File: src/rtl/i2s_rx_176_pkg.sv
// -----------------------------------------------------------------------------
// down_pkg
// Shared definitions for the 176.4 kHz I2S receiver slice:
//   - rx_state_e     : alignment FSM states (hunt / check / locked)
//   - FRAME_BCK      : bit clocks per stereo frame
//   - HALF_BCK       : bit clocks per channel slot
//   - CNT_TIMEOUT    : saturating bit-count value that signals a lost word clock
//   - cnt_sat_inc()  : saturating increment for the 7-bit bit counter
// -----------------------------------------------------------------------------
package down_pkg;

   typedef enum logic [1:0] {
      RX_HUNT   = 2'd0,
      RX_CHECK  = 2'd1,
      RX_LOCKED = 2'd2
   } rx_state_e;

   localparam int FRAME_BCK   = 64;
   localparam int HALF_BCK    = 32;
   localparam int CNT_TIMEOUT = 127;
   localparam int CNT_W       = 7;

   // Bit counter increment that sticks at the timeout value.
   function automatic logic [CNT_W-1:0] cnt_sat_inc(input logic [CNT_W-1:0] c);
      logic [CNT_W-1:0] r;
      if (c == CNT_W'(CNT_TIMEOUT)) begin
         r = c;
      end else begin
         r = c + 7'd1;
      end
      return r;
   endfunction

endpackage

File: src/rtl/i2s_rx_176_if.sv
// -----------------------------------------------------------------------------
// i2s_rx_176_if
// Bundles the serial I2S inputs and the parallel sample outputs of i2s_rx_176.
//   lrck, sdata         : serial word clock and data (source -> receiver)
//   x0, x1              : signed left / right samples (receiver -> consumer)
//   frame_strobe        : one-cycle pulse when x0/x1 update
//   locked              : frame alignment established
//   slip_err            : one-cycle pulse on loss of lock
// Modports: master = stream source / sample consumer, slave = receiver.
// -----------------------------------------------------------------------------
interface i2s_rx_176_if #(
   parameter int WIDTH = 32
);
   logic             lrck;
   logic             sdata;
   logic [WIDTH-1:0] x0;
   logic [WIDTH-1:0] x1;
   logic             frame_strobe;
   logic             locked;
   logic             slip_err;

   modport master (
      output lrck, sdata,
      input  x0, x1, frame_strobe, locked, slip_err
   );

   modport slave (
      input  lrck, sdata,
      output x0, x1, frame_strobe, locked, slip_err
   );
endinterface

File: src/rtl/i2s_rx_176_frame_chk.sv
// -----------------------------------------------------------------------------
// i2s_frame_chk
// Word-clock alignment checker for the I2S receiver.
//   bck176     in  : bit clock, rising edge
//   reset_n    in  : asynchronous active-low reset
//   lrck       in  : word clock (0 = left, 1 = right)
//   fall       out : lrck falling edge seen this cycle (frame boundary)
//   good_frame out : fall closing a 64-bit frame with its rise at mid-frame
//   bad_frame  out : any other fall
//   timeout    out : bit counter saturated with no fall this cycle
// The decode outputs are combinational so the FSM in the top level acts on
// them at the very edge that samples the fall.
// -----------------------------------------------------------------------------
module i2s_frame_chk
   import down_pkg::*;
(
   input  logic bck176,
   input  logic reset_n,
   input  logic lrck,
   output logic fall,
   output logic good_frame,
   output logic bad_frame,
   output logic timeout
);

   localparam logic [CNT_W-1:0] CNT_LAST = CNT_W'(FRAME_BCK - 1);
   localparam logic [CNT_W-1:0] CNT_MID  = CNT_W'(HALF_BCK - 1);
   localparam logic [CNT_W-1:0] CNT_TO   = CNT_W'(CNT_TIMEOUT);

   logic             lrck_d_q, lrck_d_d;
   logic [CNT_W-1:0] cnt_q, cnt_d;
   logic             mid_ok_q, mid_ok_d;
   logic             bad_q, bad_d;
   logic             rise_s;

   assign fall       = lrck_d_q & ~lrck;
   assign rise_s     = ~lrck_d_q & lrck;
   // Flags are evaluated before the fall clears them.
   assign good_frame = fall & (cnt_q == CNT_LAST) & mid_ok_q & ~bad_q;
   assign bad_frame  = fall & ~good_frame;
   // A fall at the saturated count is treated as a frame boundary, not a timeout.
   assign timeout    = (cnt_q == CNT_TO) & ~fall;

   // Next-state for bit counter and slot flags.
   always_comb begin
      lrck_d_d = lrck;
      cnt_d    = cnt_q;
      mid_ok_d = mid_ok_q;
      bad_d    = bad_q;
      if (fall) begin
         cnt_d    = {CNT_W{1'b0}};
         mid_ok_d = 1'b0;
         bad_d    = 1'b0;
      end else begin
         cnt_d = cnt_sat_inc(cnt_q);
         if (rise_s) begin
            if (cnt_q == CNT_MID) begin
               mid_ok_d = 1'b1;
            end else begin
               bad_d = 1'b1;
            end
         end else begin
            mid_ok_d = mid_ok_q;
            bad_d    = bad_q;
         end
      end
   end

   // Checker state registers; lrck_d resets low so no false fall follows reset.
   always_ff @(posedge bck176 or negedge reset_n) begin
      if (!reset_n) begin
         lrck_d_q <= 1'b0;
         cnt_q    <= {CNT_W{1'b0}};
         mid_ok_q <= 1'b0;
         bad_q    <= 1'b0;
      end else begin
         lrck_d_q <= lrck_d_d;
         cnt_q    <= cnt_d;
         mid_ok_q <= mid_ok_d;
         bad_q    <= bad_d;
      end
   end

endmodule

File: src/rtl/i2s_rx_176.sv
// -----------------------------------------------------------------------------
// i2s_rx_176
// I2S receiver for the 176.4 kHz stereo stream (64 bck per frame, MSB first).
// Deserializes left/right into signed 32-bit words for down_882, tracks frame
// alignment and only forwards samples while locked; outputs mute to zero on
// loss of lock.
//   bck176   in : bit clock, all logic on rising edge
//   reset_n  in : asynchronous active-low reset
//   bus         : i2s_rx_176_if.slave (lrck, sdata in; x0, x1, frame_strobe,
//                 locked, slip_err out)
// -----------------------------------------------------------------------------
module i2s_rx_176
   import down_pkg::*;
#(
   parameter int WIDTH       = 32,
   parameter int LOCK_FRAMES = 4
)(
   input  logic         bck176,
   input  logic         reset_n,
   i2s_rx_176_if.slave  bus
);

   localparam int         WORD_W   = 2 * WIDTH;
   localparam logic [2:0] LOCK_CNT = 3'(LOCK_FRAMES);

   logic              fall_s;
   logic              good_frame_s;
   logic              bad_frame_s;
   logic              timeout_s;

   logic [WORD_W-2:0] sr_q, sr_d;
   logic [WORD_W-1:0] word_s;
   rx_state_e         state_q, state_d;
   logic [2:0]        good_cnt_q, good_cnt_d;
   logic [2:0]        good_cnt_inc_s;
   logic [WIDTH-1:0]  x0_q, x0_d;
   logic [WIDTH-1:0]  x1_q, x1_d;
   logic              frame_strobe_q, frame_strobe_d;
   logic              slip_err_q, slip_err_d;
   logic              locked_q, locked_d;

   i2s_frame_chk u_frame_chk (
      .bck176     (bck176),
      .reset_n    (reset_n),
      .lrck       (bus.lrck),
      .fall       (fall_s),
      .good_frame (good_frame_s),
      .bad_frame  (bad_frame_s),
      .timeout    (timeout_s)
   );

   // At a fall the live sdata bit is the right-channel LSB, completing the word.
   assign word_s         = {sr_q, bus.sdata};
   assign good_cnt_inc_s = good_cnt_q + 3'd1;

   // Serial history shift.
   always_comb begin
      sr_d = {sr_q[WORD_W-3:0], bus.sdata};
   end

   // Alignment FSM next-state, capture and mute decode.
   always_comb begin
      state_d        = state_q;
      good_cnt_d     = good_cnt_q;
      x0_d           = x0_q;
      x1_d           = x1_q;
      frame_strobe_d = 1'b0;
      slip_err_d     = 1'b0;
      case (state_q)
         RX_HUNT: begin
            if (fall_s) begin
               state_d    = RX_CHECK;
               good_cnt_d = 3'd0;
            end else begin
               state_d = RX_HUNT;
            end
         end
         RX_CHECK: begin
            if (good_frame_s) begin
               good_cnt_d = good_cnt_inc_s;
               if (good_cnt_inc_s == LOCK_CNT) begin
                  state_d        = RX_LOCKED;
                  x0_d           = word_s[WORD_W-1:WIDTH];
                  x1_d           = word_s[WIDTH-1:0];
                  frame_strobe_d = 1'b1;
               end else begin
                  state_d = RX_CHECK;
               end
            end else if (bad_frame_s) begin
               // This fall becomes the new frame origin.
               good_cnt_d = 3'd0;
               state_d    = RX_CHECK;
            end else if (timeout_s) begin
               state_d = RX_HUNT;
            end else begin
               state_d = RX_CHECK;
            end
         end
         RX_LOCKED: begin
            if (good_frame_s) begin
               x0_d           = word_s[WORD_W-1:WIDTH];
               x1_d           = word_s[WIDTH-1:0];
               frame_strobe_d = 1'b1;
            end else if (bad_frame_s) begin
               state_d    = RX_CHECK;
               good_cnt_d = 3'd0;
               slip_err_d = 1'b1;
               x0_d       = {WIDTH{1'b0}};
               x1_d       = {WIDTH{1'b0}};
            end else if (timeout_s) begin
               state_d    = RX_HUNT;
               slip_err_d = 1'b1;
               x0_d       = {WIDTH{1'b0}};
               x1_d       = {WIDTH{1'b0}};
            end else begin
               state_d = RX_LOCKED;
            end
         end
         default: begin
            state_d    = RX_HUNT;
            good_cnt_d = 3'd0;
            x0_d       = {WIDTH{1'b0}};
            x1_d       = {WIDTH{1'b0}};
         end
      endcase
      locked_d = (state_d == RX_LOCKED);
   end

   // State, shift register and output registers.
   always_ff @(posedge bck176 or negedge reset_n) begin
      if (!reset_n) begin
         sr_q           <= {(WORD_W-1){1'b0}};
         state_q        <= RX_HUNT;
         good_cnt_q     <= 3'd0;
         x0_q           <= {WIDTH{1'b0}};
         x1_q           <= {WIDTH{1'b0}};
         frame_strobe_q <= 1'b0;
         slip_err_q     <= 1'b0;
         locked_q       <= 1'b0;
      end else begin
         sr_q           <= sr_d;
         state_q        <= state_d;
         good_cnt_q     <= good_cnt_d;
         x0_q           <= x0_d;
         x1_q           <= x1_d;
         frame_strobe_q <= frame_strobe_d;
         slip_err_q     <= slip_err_d;
         locked_q       <= locked_d;
      end
   end

   assign bus.x0           = x0_q;
   assign bus.x1           = x1_q;
   assign bus.frame_strobe = frame_strobe_q;
   assign bus.slip_err     = slip_err_q;
   assign bus.locked       = locked_q;

endmodule
File: src/flat_wrapper.sv
// flat-port wrapper written by rule: the top's interface ports become plain ports
module i2s_rx_176_flat import down_pkg::*;
#(
   parameter int WIDTH       = 32,
   parameter int LOCK_FRAMES = 4
)
  (bck176, reset_n, bus_lrck, bus_sdata, bus_x0, bus_x1, bus_frame_strobe, bus_locked, bus_slip_err);
  i2s_rx_176_if #(.WIDTH(WIDTH)) bus_i ();
  input  logic bck176;
  input  logic reset_n;
  input wire logic [$bits(bus_i.lrck)-1:0] bus_lrck;
  input wire logic [$bits(bus_i.sdata)-1:0] bus_sdata;
  output wire logic [$bits(bus_i.x0)-1:0] bus_x0;
  output wire logic [$bits(bus_i.x1)-1:0] bus_x1;
  output wire logic [$bits(bus_i.frame_strobe)-1:0] bus_frame_strobe;
  output wire logic [$bits(bus_i.locked)-1:0] bus_locked;
  output wire logic [$bits(bus_i.slip_err)-1:0] bus_slip_err;
  assign bus_i.lrck = bus_lrck;
  assign bus_i.sdata = bus_sdata;
  assign bus_x0 = bus_i.x0;
  assign bus_x1 = bus_i.x1;
  assign bus_frame_strobe = bus_i.frame_strobe;
  assign bus_locked = bus_i.locked;
  assign bus_slip_err = bus_i.slip_err;
  i2s_rx_176 #(.WIDTH(WIDTH), .LOCK_FRAMES(LOCK_FRAMES)) u_core (.bck176(bck176), .reset_n(reset_n), .bus(bus_i));
endmodule
File: config.mk
export PLATFORM = sky130hd
export DESIGN_NAME = i2s_rx_176_flat
export DESIGN_NICKNAME = d
export VERILOG_FILES = /design/src/rtl/i2s_rx_176_pkg.sv /design/src/rtl/i2s_rx_176_if.sv /design/src/rtl/i2s_rx_176_frame_chk.sv /design/src/rtl/i2s_rx_176.sv /design/src/flat_wrapper.sv
export SDC_FILE = /design/constraint.sdc
export NUM_CORES = 1
export LEC_CHECK = 0
export CAP_MARGIN = 20
export CORE_MARGIN = 1
export CORE_UTILIZATION = 50
export CTS_BUF_LIST = sky130_fd_sc_hd__clkbuf_8
export DETAILED_ROUTE_END_ITERATION = 10
export PLACE_DENSITY_LB_ADDON = 0.25
export SLEW_MARGIN = 20
export SYNTH_ARGS = -nofsm -noshare
export SYNTH_HDL_FRONTEND = slang
export SYNTH_SLANG_ARGS = --single-unit
export TNS_END_PERCENT = 50
File: constraint.sdc
create_clock -name bck176 -period 2.1 [get_ports bck176]
set_clock_uncertainty 0.1 [all_clocks]
set_input_delay 0.42 -clock bck176 [delete_from_list [all_inputs] [get_ports bck176]]
set_output_delay 0.42 -clock bck176 [all_outputs]
set_load 0.05 [all_outputs]
=== Word-level counts from Yosys, hierarchy flattened ===
Cells that the tools add are included.

* Bits in read-only memories: 0
* Output and inout bits: 67
* Logic and storage cells: 88
* Input port bits: 4
* Memory bits (writable): 0
* Register bits: 145
* Bits in latches: 0
* Memories kept: 0

* Shift operators: 0
* Add/subtract/negate cells: 2
* Bitwise operators: 13
* Equal/unequal tests: 14
* Order comparisons: 0
* Reductions and logical operators: 7
* Multiplexer cells: 40
* $mul: 0
* Divide/modulo/power cells: 0

{| class="wikitable"
|+ Operators with widths
! operator !! count
|-
| 32-bit two-way mux || 8
|-
| 32-bit case mux with 3 select lines || 2
|-
| 1-bit two-way mux || 15
|-
| 7-bit two-way mux || 2
|-
| 2-bit two-way mux || 6
|-
| 3-bit two-way mux || 4
|-
| 2-bit inequality test, second input constant || 5
|-
| 3-bit case mux with 3 select lines || 1
|-
| 7-bit by 1-bit adder with 7-bit output, second input constant || 1
|-
| 1-bit AND || 7
|-
| 7-bit by 5-bit == test with 1-bit output, second input constant || 1
|-
| 7-bit by 6-bit == test with 1-bit output, second input constant || 1
|-
| 7-bit == test, second input constant || 1
|-
| 1-bit NOT || 6
|-
| 2-bit case mux with 3 select lines || 1
|-
| 2-bit AND reduction || 3
|-
| 2-bit == test, second input constant || 2
|-
| 4-bit by 2-bit inequality test with 1-bit output, second input constant || 1
|-
| 4-bit AND reduction || 1
|-
| 2-bit nonzero test || 2
|-
| 3-bit by 1-bit adder with 3-bit output, second input constant || 1
|-
| 3-bit == test, second input constant || 1
|-
| 2-bit by 1-bit == test with 1-bit output, second input constant || 1
|-
| 2-bit logical NOT || 1
|-
| 2 further kinds || 2
|}

=== Longest topological paths before layout ===
Gate-level depths: netlist of the first run.

* Depth after elaboration: 11
* Depth in mapped cells: 9
* Mapped depth without buffers: 6

=== By module ===
From an unflattened synthesis of the first run, not the netlist that was laid out.

* Cells, all modules: 453
* Area total of the unflattened synthesis: 5,665.4 µm²

{| class="wikitable"
|+ By module, submodules not included
! module !! seq. area each (µm²) !! times used !! area an instance (µm²) !! cells each
|-
| i2s_rx_176 || 3,378.2 || 1 || 5,154.9 || 403
|-
| i2s_frame_chk || 250.2 || 1 || 510.5 || 50
|}

=== Worst setup path after synthesis of the first run ===
No wires, ideal clock.

* Path type: input-to-reg
* From: input bus_lrck
* To: register u_core.x0_q[0], in the netlist u_core.bus.x0[0]
* Cell stages on the path: 9
* Path buffers: 3
* Required time: 1.921 ns
* Arrival time: 1.884 ns
* Setup time: 0.079 ns
* Path slack: 0.037 ns
* Cell sequence: inv_1 -> ha_1 -> nor4bb_1 -> buf_4 -> nand4_2 -> a211oi_2 -> buf_6 -> buf_12 -> mux2i_1

* Cells in the longest elaborated chain, start to end: 10
* Elaborated cells between the ends (all ways): 15
* Those cells by class: 2 x eq/ne; 3 x mux; 9 x bitwise; 1 x reduce/logical

{| class="wikitable"
|+ RTL lines
! what !! RTL line !! source
|-
| start, declared || flat_wrapper.sv:11 || <nowiki>input wire logic [$bits(bus_i.lrck)-1:0] bus_lrck;</nowiki>
|-
| 1-bit NOT * || i2s_rx_176_frame_chk.sv:36 || <nowiki>assign fall = lrck_d_q & ~lrck;</nowiki>
|-
| 1-bit AND * || i2s_rx_176_frame_chk.sv:36 ||
|-
| 1-bit AND (3 in series) || i2s_rx_176_frame_chk.sv:39 || <nowiki>assign good_frame = fall & (cnt_q == CNT_LAST) & mid_ok_q & ~bad_q;</nowiki>
|-
| 1-bit NOT || i2s_rx_176_frame_chk.sv:40 || <nowiki>assign bad_frame = fall & ~good_frame;</nowiki>
|-
| 1-bit AND || i2s_rx_176_frame_chk.sv:40 ||
|-
| 32-bit two-way mux || i2s_rx_176.sv:104 || <nowiki>end else if (bad_frame_s) begin</nowiki>
|-
| 32-bit two-way mux || i2s_rx_176.sv:100 || <nowiki>if (good_frame_s) begin</nowiki>
|-
| 32-bit case mux with 3 select lines || i2s_rx_176.sv:69 || <nowiki>case (state_q)</nowiki>
|-
| end signal, assigned || i2s_rx_176.sv:135 || <nowiki>x0_q <= {WIDTH{1'b0}};</nowiki>
|-
| end, declared || i2s_rx_176.sv:36 || <nowiki>logic [WIDTH-1:0] x0_q, x0_d;</nowiki>
|}

Mark *: on every way between the ends. The rest lies on a longest branch, timed or not.
A chain may end at the register's enable or synchronous reset.

=== Worst setup path after layout of the first run ===
* From: register u_core.state_q[0]
* To: register u_core.x0_q[16], in the netlist u_core.bus.x0[16]

* Cells in the longest elaborated chain, start to end: 3
* Elaborated cells between the ends (all ways): 9
* Those cells by class: 5 x eq/ne; 1 x mux; 1 x bitwise; 2 x reduce/logical

{| class="wikitable"
|+ RTL lines
! what !! RTL line !! source
|-
| start, declared || i2s_rx_176.sv:33 || <nowiki>rx_state_e state_q, state_d;</nowiki>
|-
| start signal, assigned || i2s_rx_176.sv:142 || <nowiki>state_q <= state_d;</nowiki>
|-
| 2-bit == test (tied with other cells) || i2s_rx_176.sv:69 ||
|-
| 4-bit by 2-bit inequality test with 1-bit output (no line) (tied with other cells) || - ||
|-
| 4-bit AND reduction (no line) || - ||
|}

Several ways; a longest one is shown, not always the timed one.

==> results of run 1 <==
==> final timing paths <==
check | start | to | cells after the start
max | u_core.state_q[0]$_DFF_PN0_ | u_core.bus.x0[16]$_DFFE_PN0P_ | 10
min | bus_lrck | u_core.u_frame_chk.lrck_d_q$_DFF_PN0_ | 1
max reg2reg | u_core.state_q[0]$_DFF_PN0_ | u_core.bus.x0[16]$_DFFE_PN0P_ | 10
min reg2reg | u_core.sr_q[7]$_DFF_PN0_ | u_core.sr_q[8]$_DFF_PN0_ | 0
max in group asynchronous | reset_n | u_core.bus.x1[31]$_DFFE_PN0P_ | 3
min in group asynchronous | reset_n | u_core.bus.x0[1]$_DFFE_PN0P_ | 2
==> layer usage <==
layer	vias up	wire length (um)	GRT usage [%]
li1	1654	-	-
met1	1745	4930	26.2
met2	76	5250	31.1
met3	15	323	5.29
met4	0	176	9.10
met5	-	0	0
==> registers in the layout (all words and copies together) (netlist names) <==
register / cells
u_core.bus.x1: 32
u_core.sr_q: 63
u_core.u_frame_chk.bad_q: 1
u_core.bus.frame_strobe: 1
u_core.state_q: 2
u_core.good_cnt_q: 3
u_core.u_frame_chk.mid_ok_q: 1
u_core.u_frame_chk.cnt_q: 7
u_core.u_frame_chk.lrck_d_q: 1
u_core.bus.x0: 32
u_core.bus.locked: 1
u_core.bus.slip_err: 1
==> synth_stat cells (all sizes together) (3+ instances only) <==
cell type / n / area share (%)
mux2i: 64 / 12
buf: 17 / 3.3
nor2: 14 / 0.95
inv: 73 / 5.0
nand3: 3 / 0.27
dfrtp: 145 / 66
and2: 3 / 0.34
nand2: 68 / 4.6
nand4: 3 / 0.45
a21oi: 8 / 0.73
o21ai: 5 / 0.45
ha: 8 / 1.8
==> timing repair <==
action                                 4_1_cts  5_1_grt
pin swaps                                    1        1
hold buffers                                 1        0
gates resized for setup                     69        8
endpoints found under the hold margin       48        0
gates cloned                                 0        7
setup endpoints to repair                  117       58
setup buffers                                0        4
==> kinds of logic after synthesis <==
logic type,after synthesis
AO/OA/AOI/OAI,28
AND/OR/NAND/NOR,101
XOR/XNOR,4
buffers and inverters,92
multiplexers,65
flip-flops,145
adder cells (fa/ha/maj),8
==> final cells by class <==
cell class              instances  area (um^2)  share of cell area, %
clock inverters                15          163                   2.26
multi-input cells             206         1480                   20.6
repair buffers                118         1240                   17.3
flip-flops and latches        145         3630                   50.5
inverters                      73          274                   3.81
well taps                     136          170                   2.37
clock buffers                  17          234                   3.26
==> critical path: cells and delay by family (launching register included) <==
| kind | cells | cell delay (ps) |
|---|---|---|
| AO/OA/AOI/OAI | 2 | 310 |
| AND/OR/NAND/NOR | 1 | 130 |
| flip-flops | 1 | 380 |
| multiplexers | 1 | 220 |
| buffers and inverters | 5 | 650 |
| adder cells (fa/ha/maj) | 1 | 190 |
==> cell usage in the layout, fill, tap and decap left out, types with 2 or more instances in the layout <==
| master | instances |
|---|---|
| a31oi_1 | 2 |
| clkbuf_16 | 7 |
| nand4_1 | 2 |
| clkinvlp_4 | 2 |
| dfrtp_1 | 145 |
| inv_6 | 2 |
| and2_1 | 3 |
| ha_2 | 2 |
| nor3_1 | 2 |
| xor2_1 | 2 |
| bufinv_16 | 2 |
| a22o_1 | 2 |
| clkbuf_8 | 17 |
| dlygate4sd2_1 | 66 |
| a21oi_1 | 8 |
| ha_1 | 6 |
| nand2_1 | 68 |
| buf_6 | 2 |
| nor2b_1 | 2 |
| xnor2_1 | 2 |
| mux2i_2 | 4 |
| nand3_1 | 3 |
| o21ai_0 | 5 |
| and3_1 | 2 |
| inv_1 | 74 |
| buf_12 | 11 |
| a41oi_1 | 2 |
| clkinv_4 | 7 |
| mux2i_1 | 60 |
| nor2_1 | 14 |
| buf_4 | 30 |
==> report_power, final <==
part / switching, W / internal [W] / total, W / leakage (nW)
sequential: 0.000308 / 0.00331 / 0.00362 / 1.83
clock: 0.00109 / 0.00106 / 0.00215 / 0.198
combinational: 0.00246 / 0.00113 / 0.00359 / 1.59
==> per-stage QoR <==
step | hold WS [ps] | TNS [ps] | util [%] | worst slack (ps)
2_1_floorplan | 24.4 | 0 | - | 37.1
3_3_place_gp | 256 | -30550 | 62.9 | -475
3_5_place_dp | 259 | -33500 | 62.9 | -558
4_1_cts | 98.5 | 0 | 66.1 | 13.8
5_1_grt | 122 | -944 | 68.4 | -45.8
6_report | 115 | 0 | 68.4 | 31.7
==> metrics.yaml, run 1 <==
grt:
  grt_util_all_layers_pct: 19.9
  grt_max_degree: 53
  antenna_found_initial: 0
  grt_pass1_wl_um: 17100
  first_global_vias: 3582
  overflow: 0
logic_synthesis:
  avgSynthCellArea_um2: 12.5
  synth_compound_area_share_pct: 3.51
  synthArstFlopShare_pct: 100
  syn_area_um2: 5520
  synth_top_family_by_area: "multiplexers"
  seq_area_frac_synth_pct: 65.8
  yosysUniqueCellTypes: 38
  synthAdderAreaFrac_pct: 1.81
  ys.flop_type: "dfrtp_1"
  synth-seq-cells: 145
  synth_warnings: 0
  synth_nets: 455
  synth_cells: 443
  synth_xor_area_share_pct: 0.635
  synth-edff-count: 0
  muxShareOfSynthArea_pct: 11.8
  yosys.area_share.simple_pct: 8.03
clocking:
  cts.path.max_buffers: 2
  cts_buffers: 17
  cts.sinks: 145
  cts_tree: "yes"
  cts.clk_slew.worst_paths_ps: 70
  h-tree-depth: 4
  clk_latency_ps: 460
  clock_tree.root_cell: "clkbuf_8"
setup_path:
  crit_path_max_fanout: 6
  slowest_delay_ps: 380
  r2r_slack_ps: 30
  path_class: "flop to flop"
  path_common_cell: "buf_12"
  crit_slowest_cell: "dfrtp_1"
  crit_chain: "inv_1, ha_2, nor2b_1, a21boi_1, buf_4, a211oi_4, buf_6, buf_12, buf_12, mux2i_2"
  crit_arrival_ps: 2330
  cp.required_ps: 2360
  cp-end-kind: "flop"
  startpoint_type: "flop"
power_and_ir_drop:
  total_leakage_power_nw: 3.61
  total_power_w: 0.00936
  ir_drop_v: 0.00102
  cellPowerDensity_nw_per_um2: 1300
cells_and_area:
  drive_above_1_share_pct: 16.4
  nets: 573
  stdcell_area_um2: 7190
  area_delta_synth_final_pct: 30.3
  final_cells: 710
  insertedDiodeCount: 0
  n_fill_cell: 752
route:
  via_per_inst: 4.92
  via_count: 3490
  wl_per_cell_um: 15.0
  drc: 0
  antenna_left: 0
  wirelength_um: 10700
  first_iter_violations: 172
  first_pass_iters: 4
timing:
  finalMaxSlewViolations: 0
  finalCritPeriodShare_pct: 98.5
  rsz0062_at_grt: "true"
  max_clock_freq_mhz: 483
  setup_viol: 0
  hold_viol: 0
  fin_crit_ps: 2070
  worstMarginPinSlew_ps: 498
  max_slew_margin_pct: 66.8
worst_hold_path:
  hold_class: "primary input to flop"
floorplan:
  die_x_um: 107
  die_height_um: 107
  die-area_um2: 11500
  io_pins: 71
  start_util_pct: 52.5
  core_area_um2: 10500
  placementRows: 37
placement:
  post-dp-hpwl_um: 6860
  dpl_cell_area_um2: 6610
  place_inst: 666
  portBuffers: 70
  gp_congestion: 0.829
status:
  run_status: "finished clean"
flow_run:
  maxCapViolCount: 0
No activity file was read; power rests on OpenSTA's default activity.
==> run 2: changes to the inputs <==
--- a/config.mk
+++ b/config.mk
@@ -6,9 +6,10 @@
 export NUM_CORES = 1
 export LEC_CHECK = 0
 export CAP_MARGIN = 20
-export CORE_MARGIN = 1
+export CORE_MARGIN = 2
 export CORE_UTILIZATION = 50
 export CTS_BUF_LIST = sky130_fd_sc_hd__clkbuf_8
+export CTS_CLUSTER_DIAMETER = 200
 export DETAILED_ROUTE_END_ITERATION = 10
 export PLACE_DENSITY_LB_ADDON = 0.25
 export SLEW_MARGIN = 20
==> run 2 against run 1 <==
Compared with the run above:
- worst hold slack worse by 90 ps
- clock power is 7% higher
- register-to-register slack hardly changed
==> metrics.yaml, run 2 (synthesis results as in run 1) <==
timing:
  worstMarginPinSlew_ps: 499
  max_clock_freq_mhz: 482
  fin_crit_ps: 2080
  fin_ws_ps: 24.5
  hold_ws_ps: 25.1
  finalCritPeriodShare_pct: 98.8
  finalMaxSlewViolations: 0
  max_slew_margin_pct: 66.9
  rsz0062_at_grt: "true"
  setup_viol: 0
  hold_viol: 0
route:
  first_pass_iters: 4
  wl_per_cell_um: 14.5
  via_count: 3395
  antenna_left: 0
  drc: 0
  via_per_inst: 4.85
  wirelength_um: 10100
  first_iter_violations: 96
cells_and_area:
  largest_reg_flops: 63
  fin_util_pct: 64.8
  final_common_cell: "dfrtp_1"
  area_delta_synth_final_pct: 26.7
  regMostFlops: "u_core.sr_q"
  insertedDiodeCount: 0
  drive_above_1_share_pct: 13.4
  stdcell_area_um2: 6990
  n_fill_cell: 835
  nets: 559
  seqCellArea_um2: 3630
  multi_input_area_um2: 1470
  final_cell_mix: "dfrtp_1 (145), inv_1 (74), nand2_1 (68)"
grt:
  grt_util_all_layers_pct: 18.2
  grt_busiest_layer: "met2"
  met3_usage_pct: 4.42
  use_met1_pct: 24.5
  overflow: 0
  antenna_found_initial: 0
  grt_pass1_wl_um: 16600
  first_global_vias: 3493
  gr-usage-met2_pct: 28.9
  grt_max_degree: 52
floorplan:
  io_pins: 71
  die_x_um: 109
  start_util_pct: 51.1
  core_area_um2: 10800
  placementRows: 38
  die-area_um2: 11900
  die_height_um: 109
setup_path:
  cp_top_family: "buffers and inverters"
  path_class: "flop to flop"
  crit_slowest_cell: "dfrtp_1"
  r2r_end: "u_core.bus.x0[12]$_DFFE_PN0P_"
  r2r_slack_ps: 20
  crit_path_max_fanout: 8
  cp.required_ps: 2350
  crit_arrival_ps: 2320
  crit_chain: "nor4bb_4, buf_4, nand4_4, a211oi_4, buf_8, buf_12, mux2i_2"
  cp-end-kind: "flop"
  startpoint_type: "flop"
  cp_num_buf_inv: 3
  r2r_cells: 7
  r2r-start: "u_core.u_frame_chk.bad_q$_DFFE_PN0P_"
  slowest_delay_ps: 440
status:
  run_status: "finished clean"
worst_hold_path:
  worstHoldPathCells: 1
  hold_path_end: "u_core.u_frame_chk.lrck_d_q$_DFF_PN0_"
  hold_class: "primary input to flop"
  min_from: "bus_lrck"
flow_run:
  maxCapViolCount: 0
clocking:
  clk_latency_ps: 430
  cts.clk_slew.worst_paths_ps: 80
  cts.sinks: 145
  cts.path.max_buffers: 2
  cts_setup_buffers: 0
  h-tree-depth: 4
  cts_tree: "yes"
  cts_buffers: 17
  clock_tree.root_cell: "clkbuf_8"
placement:
  dpl_cell_area_um2: 6490
  post-dp-hpwl_um: 6590
  dp_slack_ps: -563
  portBuffers: 70
  gp_congestion: 0.843
power_and_ir_drop:
  ir_drop_v: 0.000964
  total_leakage_power_nw: 3.52
  cellPowerDensity_nw_per_um2: 1330
  total_power_w: 0.00928
==> run 2: cell count changes in the layout (fill, tap and decap cells not counted), sizes merged <==
cell / previous run / this run
buf: 43 / 32
clkinv: 8 / 0
inv: 76 / 80
clkbuf: 24 / 21
clkinvlp: 2 / 4
bufinv: 2 / 3
dlymetal6s2s: 0 / 1
==> run 2: per-layer routing <==
metal / wire [um] / vias to the layer above
met5: 0 / -
met4: 96 / 0
met2: 4990 / 59
met3: 361 / 9
met1: 4670 / 1710
li1: - / 1617
==> run 2: stage by stage <==
step,std cells,TNS (ps)
floorplan,443,0
global placement,662,-29870
detailed placement,662,-33570
CTS,695,-10.9
global route,700,-1710
finish,700,0
==> run 2: cell type report <==
cell class	instances	share of cell area (%)
flip-flops and latches	145	51.9
multi-input cells	206	21.0
repair buffers	104	14.6
inverters	73	3.92
clock buffers	18	3.54
clock inverters	14	2.56
well taps	140	2.51
==> run 2: report_power, final <==
group	total, W	internal [W]	switching, W	leakage, nW
clock	0.00230	0.00123	0.00107	0.206
combinational	0.00336	0.000973	0.00238	1.49
sequential	0.00362	0.00331	0.000312	1.83
==> run 2: repair_timing <==
item / in CTS / in global routing
hold buffers: 1 / 0
setup endpoints to repair: 120 / 67
resized for setup: 69 / 7
gates cloned: 0 / 5
pin swaps: 1 / 2
endpoints found under the hold margin: 49 / 0
==> run 2: how the worst max path moves through the flow <==
stage / slack (ps) / from / end / depth (start not counted)
floorplan: 40 / bus_lrck / u_core.bus.x0[0]$_DFFE_PN0P_ / 9
global placement: -470 / bus_lrck / u_core.bus.x0[2]$_DFFE_PN0P_ / 10
CTS: -8 / bus_lrck / u_core.bus.x1[7]$_DFFE_PN0P_ / 10
global route: -90 / u_core.u_frame_chk.bad_q$_DFFE_PN0P_ / u_core.bus.x1[25]$_DFFE_PN0P_ / 7
detailed placement: -560 / bus_lrck / u_core.bus.x1[7]$_DFFE_PN0P_ / 10
finish: 20 / u_core.u_frame_chk.bad_q$_DFFE_PN0P_ / u_core.bus.x0[12]$_DFFE_PN0P_ / 7
==> run 3: changes to the inputs <==
--- a/config.mk
+++ b/config.mk
@@ -6,7 +6,7 @@
 export NUM_CORES = 1
 export LEC_CHECK = 0
 export CAP_MARGIN = 20
-export CORE_MARGIN = 2
+export CORE_MARGIN = 5
 export CORE_UTILIZATION = 50
 export CTS_BUF_LIST = sky130_fd_sc_hd__clkbuf_8
 export CTS_CLUSTER_DIAMETER = 200
==> run 3 against run 2 <==
Compared with the run above:
- count of clock-buffer cells in the layout increased by 2
- total power increased by 0.23%
- worst hold slack better by 240 ps
- first-iteration DRC count up 49%
- critical endpoint is now u_core.bus.x0[11]$_DFFE_PN0P_
- largest cell class unchanged
- highest routed layer unchanged
==> metrics.yaml, run 3 (synthesis results as in run 1) <==
route:
  first_pass_iters: 4
  wirelength_um: 10500
  wl_per_cell_um: 14.9
  first_iter_violations: 143
  antenna_left: 0
  via_per_inst: 4.86
  via_count: 3423
  drc: 0
setup_path:
  slowest_delay_ps: 330
  startpoint_type: "flop"
  endpoint: "u_core.bus.x0[11]$_DFFE_PN0P_"
  crit_path_max_fanout: 8
  crit_chain: "ha_2, nor4bb_2, buf_4, nand4_4, a211oi_4, buf_6, clkbuf_16, mux2i_1"
  r2r-start: "u_core.u_frame_chk.lrck_d_q$_DFF_PN0_"
  cp-end-kind: "flop"
  r2r_cells: 8
  critPathLaunch: "u_core.u_frame_chk.lrck_d_q$_DFF_PN0_"
  path_class: "flop to flop"
  crit_arrival_ps: 2270
  r2r_end: "u_core.bus.x0[11]$_DFFE_PN0P_"
  crit_slowest_cell: "dfrtp_1"
  cp.required_ps: 2350
  r2r_slack_ps: 70
placement:
  place_inst: 667
  portBuffers: 70
  gp_congestion: 0.802
  dpl_cell_area_um2: 6550
  post-dp-hpwl_um: 6900
cells_and_area:
  final_cell_mix: "dfrtp_1 (145), inv_1 (74), nand2_1 (68)"
  insertedDiodeCount: 0
  area_delta_synth_final_pct: 27.4
  final_common_cell: "dfrtp_1"
  fin_util_pct: 64.8
  stdcell_area_um2: 7030
  regMostFlops: "u_core.sr_q"
  largest_reg_flops: 63
  drive_above_1_share_pct: 14.7
  final_cells: 704
  nets: 563
clocking:
  cts.sinks: 145
  cts_setup_buffers: 0
  cts.clk_slew.worst_paths_ps: 80
  cts_tree: "yes"
  clock_tree.root_cell: "clkbuf_8"
  h-tree-depth: 4
  clk_latency_ps: 420
  cts.path.max_buffers: 2
  cts_buffers: 17
floorplan:
  start_util_pct: 50.9
  die-area_um2: 13200
  core_area_um2: 10800
  die_height_um: 115
  placementRows: 38
  io_pins: 71
  die_x_um: 115
status:
  run_status: "finished clean"
timing:
  finalMaxSlewViolations: 0
  timing.setup.tns_ps: 0
  worstMarginPinSlew_ps: 582
  max_slew_margin_pct: 61.2
  fin_crit_ps: 2030
  max_clock_freq_mhz: 494
  setup_viol: 0
  hold_viol: 0
  finalCritPeriodShare_pct: 96.4
power_and_ir_drop:
  total_leakage_power_nw: 3.56
  cellPowerDensity_nw_per_um2: 1320
  ir_drop_v: 0.000802
grt:
  first_global_vias: 3571
  overflow: 0
  antenna_found_initial: 0
  grt_util_all_layers_pct: 16.9
  grt_max_degree: 64
  grt_pass1_wl_um: 17500
flow_run:
  maxCapViolCount: 0
worst_hold_path:
  hold_class: "flop to flop"
-- run 3: changes by cell type in the layout (fill, tap and decap cells not counted), moves of 2 or more --
cell | previous run | this run
clkbuf_8 | 18 | 20
inv_6 | 5 | 0
mux2i_1 | 63 | 58
mux2i_2 | 1 | 6
buf_4 | 22 | 25
clkinv_2 | 0 | 4
-- run 3: worst min path at each step --
stage	start	end	cells past startpoint
floorplan	reset_n	u_core.bus.frame_strobe$_DFF_PN0_	0
global placement	u_core.sr_q[29]$_DFF_PN0_	u_core.sr_q[30]$_DFF_PN0_	0
detailed placement	u_core.sr_q[28]$_DFF_PN0_	u_core.sr_q[29]$_DFF_PN0_	0
CTS	u_core.sr_q[28]$_DFF_PN0_	u_core.sr_q[29]$_DFF_PN0_	0
global route	u_core.sr_q[61]$_DFF_PN0_	u_core.sr_q[62]$_DFF_PN0_	0
finish	u_core.sr_q[28]$_DFF_PN0_	u_core.sr_q[29]$_DFF_PN0_	0
-- run 3: stage by stage --
stage | hold WS, ps | power (W) | worst slack [ps]
floorplan | 24.4 | 0.00606 | 37.1
finish | 266 | 0.00930 | 75.0
CTS | 270 | 0.00931 | 0.889
detailed placement | 259 | 0.00734 | -527
global route | 275 | 0.00978 | -47.7
global placement | 259 | 0.00727 | -454
-- run 3: worst max-delay path, delay by kind of cell (launching register included) --
family | cells | cell delay, ps
mux | 1 | 190
compound gates | 1 | 300
buf+inv | 3 | 570
fa+ha+maj | 1 | 170
flops | 1 | 330
simple gates | 2 | 270
-- run 3: layout make-up --
| cell class | instances | area (um^2) |
|---|---|---|
| fillers | 861 | 3810 |
| clock buffers | 20 | 275 |
| repair buffers | 108 | 1060 |
| multi-input cells | 206 | 1480 |
| flip-flops and latches | 145 | 3630 |
| inverters | 73 | 274 |
| well taps | 140 | 175 |
| clock inverters | 12 | 140 |
-- run 3: layer usage --
metal / GRT usage [%] / part of all wire, % / vias to the layer above
li1: - / - / 1630
met1: 22.7 / 45 / 1705
met2: 26.6 / 49 / 79
met3: 5.05 / 5.0 / 9
met4: 5.32 / 0.79 / 0
met5: 0 / 0 / -
-- run 3: where the power goes --
group | internal [W] | switching (W) | total (W)
clock network | 0.00125 | 0.000988 | 0.00224
logic | 0.00102 | 0.00242 | 0.00343
registers | 0.00331 | 0.000311 | 0.00362
total | 0.00558 | 0.00371 | 0.00930
-- run 3: repair_timing --
action | 4_1_cts | 5_1_grt
endpoints found under the setup margin | 97 | 60
hold endpoints to repair | 57 | 1
hold buffers | 1 | 1
cloned | 0 | 3
gates resized for setup | 67 | 14
pin swaps | 1 | 3
